<file path="src/rtl/nn_sched_pkg.sv">
// Shared constants for the inference frame scheduler:
// state encoding and default widths.
`ifndef dataWidth
`define dataWidth 16
`endif

package nn_sched_pkg;

  localparam int DEF_DATA_WIDTH     = `dataWidth;
  localparam int DEF_NUM_INPUTS     = 784;
  localparam int DEF_RESULT_WIDTH   = 32;
  localparam int DEF_TIMEOUT_CYCLES = 65535;
  localparam int DEF_CNT_WIDTH      = 32;

  localparam logic [1:0] IDLE     = 2'd0;
  localparam logic [1:0] FEED     = 2'd1;
  localparam logic [1:0] WAIT_RES = 2'd2;

endpackage

</file>
<file path="src/rtl/nn_watchdog.sv">
// Result watchdog: counts enabled cycles and flags expiry on
// the TIMEOUT_CYCLES-th one. TIMEOUT_CYCLES of 0 disables it.
module nn_watchdog #(
    parameter int TIMEOUT_CYCLES = 65535
) (
    input  logic s_axi_aclk,
    input  logic reset,
    input  logic clear_i,
    input  logic enable_i,
    output logic expire_o
);

    localparam int TW = (TIMEOUT_CYCLES > 1) ? $clog2(TIMEOUT_CYCLES) : 1;

    logic [TW-1:0] timer_q;
    logic [TW-1:0] timer_d;

    generate
        if (TIMEOUT_CYCLES == 0) begin : g_off
            assign expire_o = 1'b0;
        end else begin : g_on
            assign expire_o = enable_i &&
                              (timer_q == TW'(TIMEOUT_CYCLES - 1));
        end
    endgenerate

    // Next timer value: hold at zero while cleared, count while enabled.
    always_comb begin
        timer_d = timer_q;
        if (clear_i) begin
            timer_d = '0;
        end else if (enable_i && !expire_o) begin
            timer_d = timer_q + 1'b1;
        end
    end

    // Timer register.
    always_ff @(posedge s_axi_aclk) begin
        if (reset) begin
            timer_q <= '0;
        end else begin
            timer_q <= timer_d;
        end
    end

endmodule

</file>
<file path="src/rtl/nn_inference_scheduler.sv">
// Frame sequencer: admits one image per inference, waits for the
// maxFinder result, raises irq, with watchdog and abort/flush.
module nn_inference_scheduler
    import nn_sched_pkg::*;
#(
    parameter int DATA_WIDTH     = DEF_DATA_WIDTH,
    parameter int NUM_INPUTS     = DEF_NUM_INPUTS,
    parameter int RESULT_WIDTH   = DEF_RESULT_WIDTH,
    parameter int TIMEOUT_CYCLES = DEF_TIMEOUT_CYCLES,
    parameter int CNT_WIDTH      = DEF_CNT_WIDTH
) (
    input  logic                    s_axi_aclk,
    input  logic                    reset,
    input  logic [DATA_WIDTH-1:0]   s_axis_data,
    input  logic                    s_axis_valid,
    output logic                    s_axis_ready,
    output logic [DATA_WIDTH-1:0]   nn_x_data,
    output logic                    nn_x_valid,
    input  logic [RESULT_WIDTH-1:0] nn_result,
    input  logic                    nn_result_valid,
    output logic                    nn_flush,
    input  logic                    start,
    input  logic                    auto_mode,
    input  logic                    abort,
    input  logic                    irq_clear,
    output logic                    busy,
    output logic                    irq,
    output logic [RESULT_WIDTH-1:0] result_out,
    output logic                    timeout_err,
    output logic [CNT_WIDTH-1:0]    frame_count
);

    localparam int PCW = $clog2(NUM_INPUTS + 1);
    localparam logic [PCW-1:0] LAST_PIX = PCW'(NUM_INPUTS - 1);

    logic [1:0]              state_q, state_d;
    logic [PCW-1:0]          pix_q, pix_d;
    logic [DATA_WIDTH-1:0]   xdata_q, xdata_d;
    logic                    xvalid_q, xvalid_d;
    logic                    flush_q, flush_d;
    logic                    irq_q, irq_d;
    logic [RESULT_WIDTH-1:0] res_q, res_d;
    logic                    tmo_q, tmo_d;
    logic [CNT_WIDTH-1:0]    cnt_q, cnt_d;
    logic                    wd_expire;

    nn_watchdog #(
        .TIMEOUT_CYCLES(TIMEOUT_CYCLES)
    ) u_watchdog (
        .s_axi_aclk(s_axi_aclk),
        .reset     (reset),
        .clear_i   (state_q != WAIT_RES),
        .enable_i  (state_q == WAIT_RES),
        .expire_o  (wd_expire)
    );

    assign s_axis_ready = (state_q == FEED);
    assign busy         = (state_q != IDLE);
    assign nn_x_data    = xdata_q;
    assign nn_x_valid   = xvalid_q;
    assign nn_flush     = flush_q;
    assign irq          = irq_q;
    assign result_out   = res_q;
    assign timeout_err  = tmo_q;
    assign frame_count  = cnt_q;

    // Frame FSM: abort first, then per-state handshake/result/timeout.
    // irq_clear is applied before any set so a set on the same cycle wins.
    always_comb begin
        state_d  = state_q;
        pix_d    = pix_q;
        xdata_d  = xdata_q;
        xvalid_d = 1'b0;
        flush_d  = 1'b0;
        irq_d    = irq_clear ? 1'b0 : irq_q;
        res_d    = res_q;
        tmo_d    = tmo_q;
        cnt_d    = cnt_q;
        if (abort) begin
            state_d = IDLE;
            flush_d = 1'b1;
        end else begin
            case (state_q)
                IDLE: begin
                    if (start) begin
                        state_d = FEED;
                        pix_d   = '0;
                        tmo_d   = 1'b0;
                    end
                end
                FEED: begin
                    if (s_axis_valid) begin
                        xdata_d  = s_axis_data;
                        xvalid_d = 1'b1;
                        if (pix_q == LAST_PIX) begin
                            state_d = WAIT_RES;
                            pix_d   = '0;
                        end else begin
                            pix_d = pix_q + 1'b1;
                        end
                    end
                end
                WAIT_RES: begin
                    if (nn_result_valid) begin
                        res_d   = nn_result;
                        cnt_d   = cnt_q + 1'b1;
                        irq_d   = 1'b1;
                        pix_d   = '0;
                        state_d = auto_mode ? FEED : IDLE;
                    end else if (wd_expire) begin
                        tmo_d   = 1'b1;
                        irq_d   = 1'b1;
                        flush_d = 1'b1;
                        state_d = IDLE;
                    end
                end
                default: begin
                    state_d = IDLE;
                end
            endcase
        end
    end

    // State and output registers.
    always_ff @(posedge s_axi_aclk) begin
        if (reset) begin
            state_q  <= IDLE;
            pix_q    <= '0;
            xdata_q  <= '0;
            xvalid_q <= 1'b0;
            flush_q  <= 1'b0;
            irq_q    <= 1'b0;
            res_q    <= '0;
            tmo_q    <= 1'b0;
            cnt_q    <= '0;
        end else begin
            state_q  <= state_d;
            pix_q    <= pix_d;
            xdata_q  <= xdata_d;
            xvalid_q <= xvalid_d;
            flush_q  <= flush_d;
            irq_q    <= irq_d;
            res_q    <= res_d;
            tmo_q    <= tmo_d;
            cnt_q    <= cnt_d;
        end
    end

endmodule

</file>
<file path="config.mk">
export PLATFORM = sky130hd
export DESIGN_NAME = nn_inference_scheduler
export DESIGN_NICKNAME = d
export VERILOG_FILES = /design/src/rtl/nn_sched_pkg.sv /design/src/rtl/nn_watchdog.sv /design/src/rtl/nn_inference_scheduler.sv
export SDC_FILE = /design/constraint.sdc
export NUM_CORES = 1
export LEC_CHECK = 0
export ABC_CLOCK_PERIOD_IN_PS = 5630
export BUFFER_PORTS_ARGS = -buffer_cell sky130_fd_sc_hd__buf_4
export CAP_MARGIN = 20
export CORE_MARGIN = 4
export CORE_UTILIZATION = 55
export DETAILED_ROUTE_END_ITERATION = 10
export GPL_TIMING_DRIVEN = 0
export HOLD_SLACK_MARGIN = 0.08
export PLACE_DENSITY_LB_ADDON = 0.12
export SETUP_SLACK_MARGIN = 0.2
export SLEW_MARGIN = 10
export SYNTH_ARGS = -nofsm -noshare
export SYNTH_HDL_FRONTEND = slang
export SYNTH_SLANG_ARGS = --single-unit
</file>
<file path="constraint.sdc">
create_clock -name s_axi_aclk -period 5.63 [get_ports s_axi_aclk]
set_clock_uncertainty 0.05 [all_clocks]
set_input_delay 0.563 -clock s_axi_aclk [delete_from_list [all_inputs] [get_ports s_axi_aclk]]
set_output_delay 0.563 -clock s_axi_aclk [all_outputs]
set_load 0.01 [all_outputs]
</file>
Word-level counts from Yosys, hierarchy flattened
Cells that the tools add are included.
W data, S select, Z words.

storage, ports and cells
  flip-flop bits (word level) = 112
  input bits = 56
  output and inout port bits = 86
  logic and storage cells = 68

operators by class
  add/sub/neg operators = 3
  eq/ne operators = 12
  mux-type cells = 26
  bitwise operators = 2
  reduce and logical (&&, ||, !) cells = 15

operators by type and width
  cell                     count
  $mux W10                 4
  $add A32 B1 Y32 const B  1
  $pmux W10 S3             1
  $add A16 B1 Y16 const B  1
  $eq A16 B16 Y1 const B   1
  $mux W1                  14
  $ne A2 B2 Y1 const B     6
  $add A10 B1 Y10 const B  1
  $eq A10 B10 Y1 const B   1
  $mux W2                  5
  $reduce_and A5 Y1        2
  $pmux W2 S3              1
  $reduce_and A3 Y1        2
  $reduce_and A4 Y1        1
  $reduce_bool A2 Y1       2
  $reduce_or A2 Y1         2
  $ne A3 B3 Y1 const B     1
  $reduce_bool A3 Y1       1
  $reduce_or A3 Y1         1
  $eq A2 B1 Y1 const B     1
  $eq A2 B2 Y1 const B     1
  $logic_and A1 B1 Y1      2
  $logic_not A2 Y1         1
  $ne A2 B1 Y1 const B     1
  3 further kinds          4

Longest topological paths before layout
  word-level depth = 6
  depth in mapped cells = 8
  mapped depth without buffers = 7

Modules after synthesis
From an unflattened synthesis, not the netlist that was laid out.

unflattened totals
  cells, all modules = 592
  area total of the unflattened synthesis = 4977.3 sq um

modules (own cells, without submodules)
  module                  instances  cells an instance  area an instance (sq um)  seq. area each (sq um)
  nn_inference_scheduler  1          499                4142.7                    1921.8
  nn_watchdog             1          93                 834.6                     320.3

Worst setup path after synthesis
No wires, ideal clock.

  path type = input-to-reg
  start = input port s_axis_valid
  end = register pix_q[7]
  setup time = 0.070 ns
  arrival = 1.793 ns
  data required time = 5.510 ns
  slack = 3.717 ns
  cell stages on the path = 6
  path buffers = 1
  path through = mux2i_1 > o21a_4 > or2_1 > buf_6 > or4_1 > a21oi_1

on the way
  word-level cells in the longest chain between the ends = 2

RTL lines
  what                                RTL line                       text
  start: declaration                  nn_inference_scheduler.sv:15   input logic s_axis_valid,
  $ne A2 B2 Y1 (no source line)       --
  $reduce_and A5 Y1 (no source line)  --
  end signal: assignment              nn_inference_scheduler.sv:138  pix_q <= pix_d;
  end: declaration                    nn_inference_scheduler.sv:37   logic [PCW-1:0] pix_q, pix_d;

Every way passes these cells.
A chain may end at the register's enable or synchronous reset.

Final worst setup path
  start = register u_watchdog.timer_q[0]
  end = register u_watchdog.timer_q[8]

on the way
  word-level cells in the longest chain between the ends = 4
  elaborated cells on any way between the ends = 5
  classes of those cells = add/sub (1); eq/ne (1); reduce/logical (3)

RTL lines
  what                                                     RTL line           text
  start: declaration                                       nn_watchdog.sv:15  logic [TW-1:0] timer_q;
  start signal: assignment                                 nn_watchdog.sv:42  timer_q <= timer_d;
  branches (longest 4 deep; another with $add A16 B1 Y16)  --

Several ways; the timed one is not identified.

==> summary.md <==
| Metric | Value |
|---|---|
| Maxcap violations | 0 |
| Min Clock Period, post-route | between 2 and 2.5 ns |
| Largest net degree at the start of global routing | 20 |
| Clk Latency, worst-skew pair | roughly 0.36 ns |
| Vias | around 4300 |
| Port Buffers | between 100 and 150 |
| Synth Warn # | 0 |
| Worst EP arrival | around 2.3 ns |
| PD cells | 220 nW/um^2 |
| Adder-Cell Fraction of Synth Area | 0.0108 |
| Layout area overhead | 29.6% |
| H-Tree Level Count | 3 |
| Setup repair bufs after CTS | 0 |
| Post-synthesis mux area share | 0.00432 |
| Syn Area/Cell | 8.45 sq um |
| Leading cell type in the layout, fill and taps excluded | buf_4 |
| Post-synth EDFFs | 0 |
| Netlist Area Pre-Place | 4630 sq um |
| DR WL/cell | 14.1 um |
| Fmax | about 0.48 GHz |
| Syn nets | 608 |
| # clock sinks | ~110 |
| Routed Antenna Nets | 0 |
| First-pass DRT Iterations | 5 |
| Vias per cell | ~5.3 |
| DRC | 0 |
| Largest family of logic cells by synthesized area | simple AND/OR/NAND/NOR gates |
| Routed wire length | between 10 and 15 mm |
| Clock-pin slew on the worst setup and hold paths | between 0.1 and 0.15 ns |
| Layout cells sized above 1 | 0.246 |
| Slew Limit Headroom | 0.367 |
| Die Y | between 90 and 100 um |
| Synthesized instance count | 548 |
| First DRT Iteration DRCs | about 140 |
| Slowest cell on crit path | nor4_1 |
| Crit path required time | roughly 5.8 ns |
| CP startpoint kind | register |
| CTS max path bufs | 2 |
| Fin Setup TNS | 0 ns |
| Root buffer cell | clkbuf_8 |
| Final hold violation count | 0 |
| # hold bufs at CTS | 0 |
| I/O Pins | 142 |
| Most used DFF post-synth | dfxtp_1 |
| WS Path Type | register to register |
| Nets | approximately 760 |
| Final-report max-slew violation count | 0 |
| Initial antenna violation count | 0 |
| Max VDD drop | about 120 uV |
| Die ar. | just under 10000 sq um |
| Initial Util | 0.563 |
| Simple-gate share of the synthesized area | 0.285 |
| Num rows | 33 |
| Ant diodes | 0 |
| Die width | 99.7 um |
| Yosys cell types | 50 |
| CP peak stage delay | 0.83 ns |
| Synth Area in Compound Gates | 0.0932 |
| Core Box Area | around 8000 sq um |
| Post-synthesis xor/xnor area fraction | 0.0870 |
| Leak Pwr | between 2 and 2.5 nW |
| First-pass GRT wire length | 18.6 mm |
| Placed inst area | 5810 sq um |
| Measured slew at the worst slew-check pin | roughly 0.94 ns |
| TritonCTS clock tree | built |
| Tcrit/Tclk final | 0.372 |
| # setup viols final | 0 |
| Worst Path Max Fanout | 7 |
| Fin area | around 6000 sq um |
| Vias in the first global route | between 4000 and 5000 |
| Status | complete, no violations |
| Hold Path Class | input port to register |
| Aggregate global-route resource usage | 0.226 |
| Ys async rst share | 0 |
| Final-layout fill cell count | roughly 640 |
| Flip-flop and latch count after synthesis | approximately 110 |
| Gpl congestion | approximately 0.85 |
| Register area | ~2200 sq um |
| Register area share after synthesis | 0.484 |
| Commonest non-fill, non-tap cells in the layout | buf_4 (140), nand2_1 (116), dfxtp_1 (112), nor2_1 (63), a21oi_1 (56) |
| GR Overflow Total | 0 |
| Final HPWL DP | around 8.6 mm |
| Setup crit end kind | register |
| Post-CTS sizing | 0 |
| Num CTS Buffers | 9 |
| RSZ-0062 raised after global routing | no |
| CP cell instances | inv_1 -> ha_1 -> nand3_1 -> nor4_1 -> nor3_1 -> xnor2_1 -> nor2_1 |
| Footprint of the multi-input gates | between 2000 and 2500 sq um |
## final cells by class
class	instances	area share
plain buffers	28	0.0250
clock buffers	10	0.0229
clock inverters	6	0.00855
inverters	4	0.00250
multi-input cells	404	0.370
flip-flops and latches	112	0.374
well taps	105	0.0219
repair buffers	140	0.175
## through the flow
stage               hold WS, ns  utilization  power [mW]  setup slack (ns)  instances
detailed placement        0.398        0.707       0.885              3.35        793
global route              0.325        0.730        1.38              3.32        809
CTS                       0.314        0.730        1.33              3.53        809
global placement          0.393        0.707       0.884              3.38        793
floorplan                 0.398            -       0.842              3.72        548
finish                    0.324        0.730        1.32              3.53        809
## where the power goes
group	internal [mW]	switching [mW]	leakage, nW
sequential	0.795	0.00234	0.903
combinational	0.0374	0.0319	1.38
clock	0.179	0.277	0.0870
total	1.01	0.311	2.37
## synthesized netlist by cell type, types with 3 or more instances
cell type,instances,area share
nor3_1,17,0.018
dfxtp_1,112,0.48
a21oi_1,56,0.061
a31oi_1,3,0.0041
xnor2_1,21,0.040
or4_1,3,0.0049
inv_1,4,0.0032
o21ai_0,7,0.0076
and4_1,4,0.0076
and3_1,7,0.0095
nor2_1,63,0.051
nand4_1,16,0.022
nand2_1,116,0.094
or3_1,3,0.0041
buf_1,4,0.0032
nor3b_1,4,0.0065
nor4_1,5,0.0068
nand3_1,19,0.021
or2_2,3,0.0041
ha_1,4,0.011
clkbuf_1,17,0.014
buf_2,3,0.0032
xor2_1,25,0.047
## sequential cells by signal (all words and copies together), names as in the netlist
register	cells
state_q	2
u_watchdog.timer_q	16
timeout_err	1
frame_count	32
irq	1
nn_x_data	16
nn_x_valid	1
pix_q	10
nn_flush	1
result_out	32
## cell families (layout without fill, tap and decap cells)
family | count (synthesis) | count (layout)
buf+inv | 32 | 188
compound gates | 77 | 77
simple gates | 275 | 275
flops | 112 | 112
fa+ha+maj | 4 | 4
xor+xnor | 46 | 46
mux | 2 | 2
## per-layer routing
metal  up-vias  global-route usage  routed length, um
met3        20              0.0610                971
met1      1955               0.283               4970
li1       2157                   -                  -
met4         0              0.0903                235
met5         -                   0                  0
met2       149               0.370               5240
## critical path, delay by kind of cell, from the launching register on
kind	cells	cell delay, ns
buffers and inverters	1	0.08
adders and majority gates	1	0.16
DFF	1	0.36
xor gates and xnor gates	1	0.19
and+or+nand+nor	4	1.13
## worst paths after layout
path	startpoint	end	depth (start not counted)	slack, ns
setup / recovery	u_watchdog.timer_q[0]	u_watchdog.timer_q[8]	7	3.53
hold reg to reg	nn_x_data[3]	nn_x_data[3]	2	0.41
setup reg to reg	u_watchdog.timer_q[0]	u_watchdog.timer_q[8]	7	3.53
hold / removal	irq_clear	irq	2	0.32
Power figures use the tool's default switching activity.
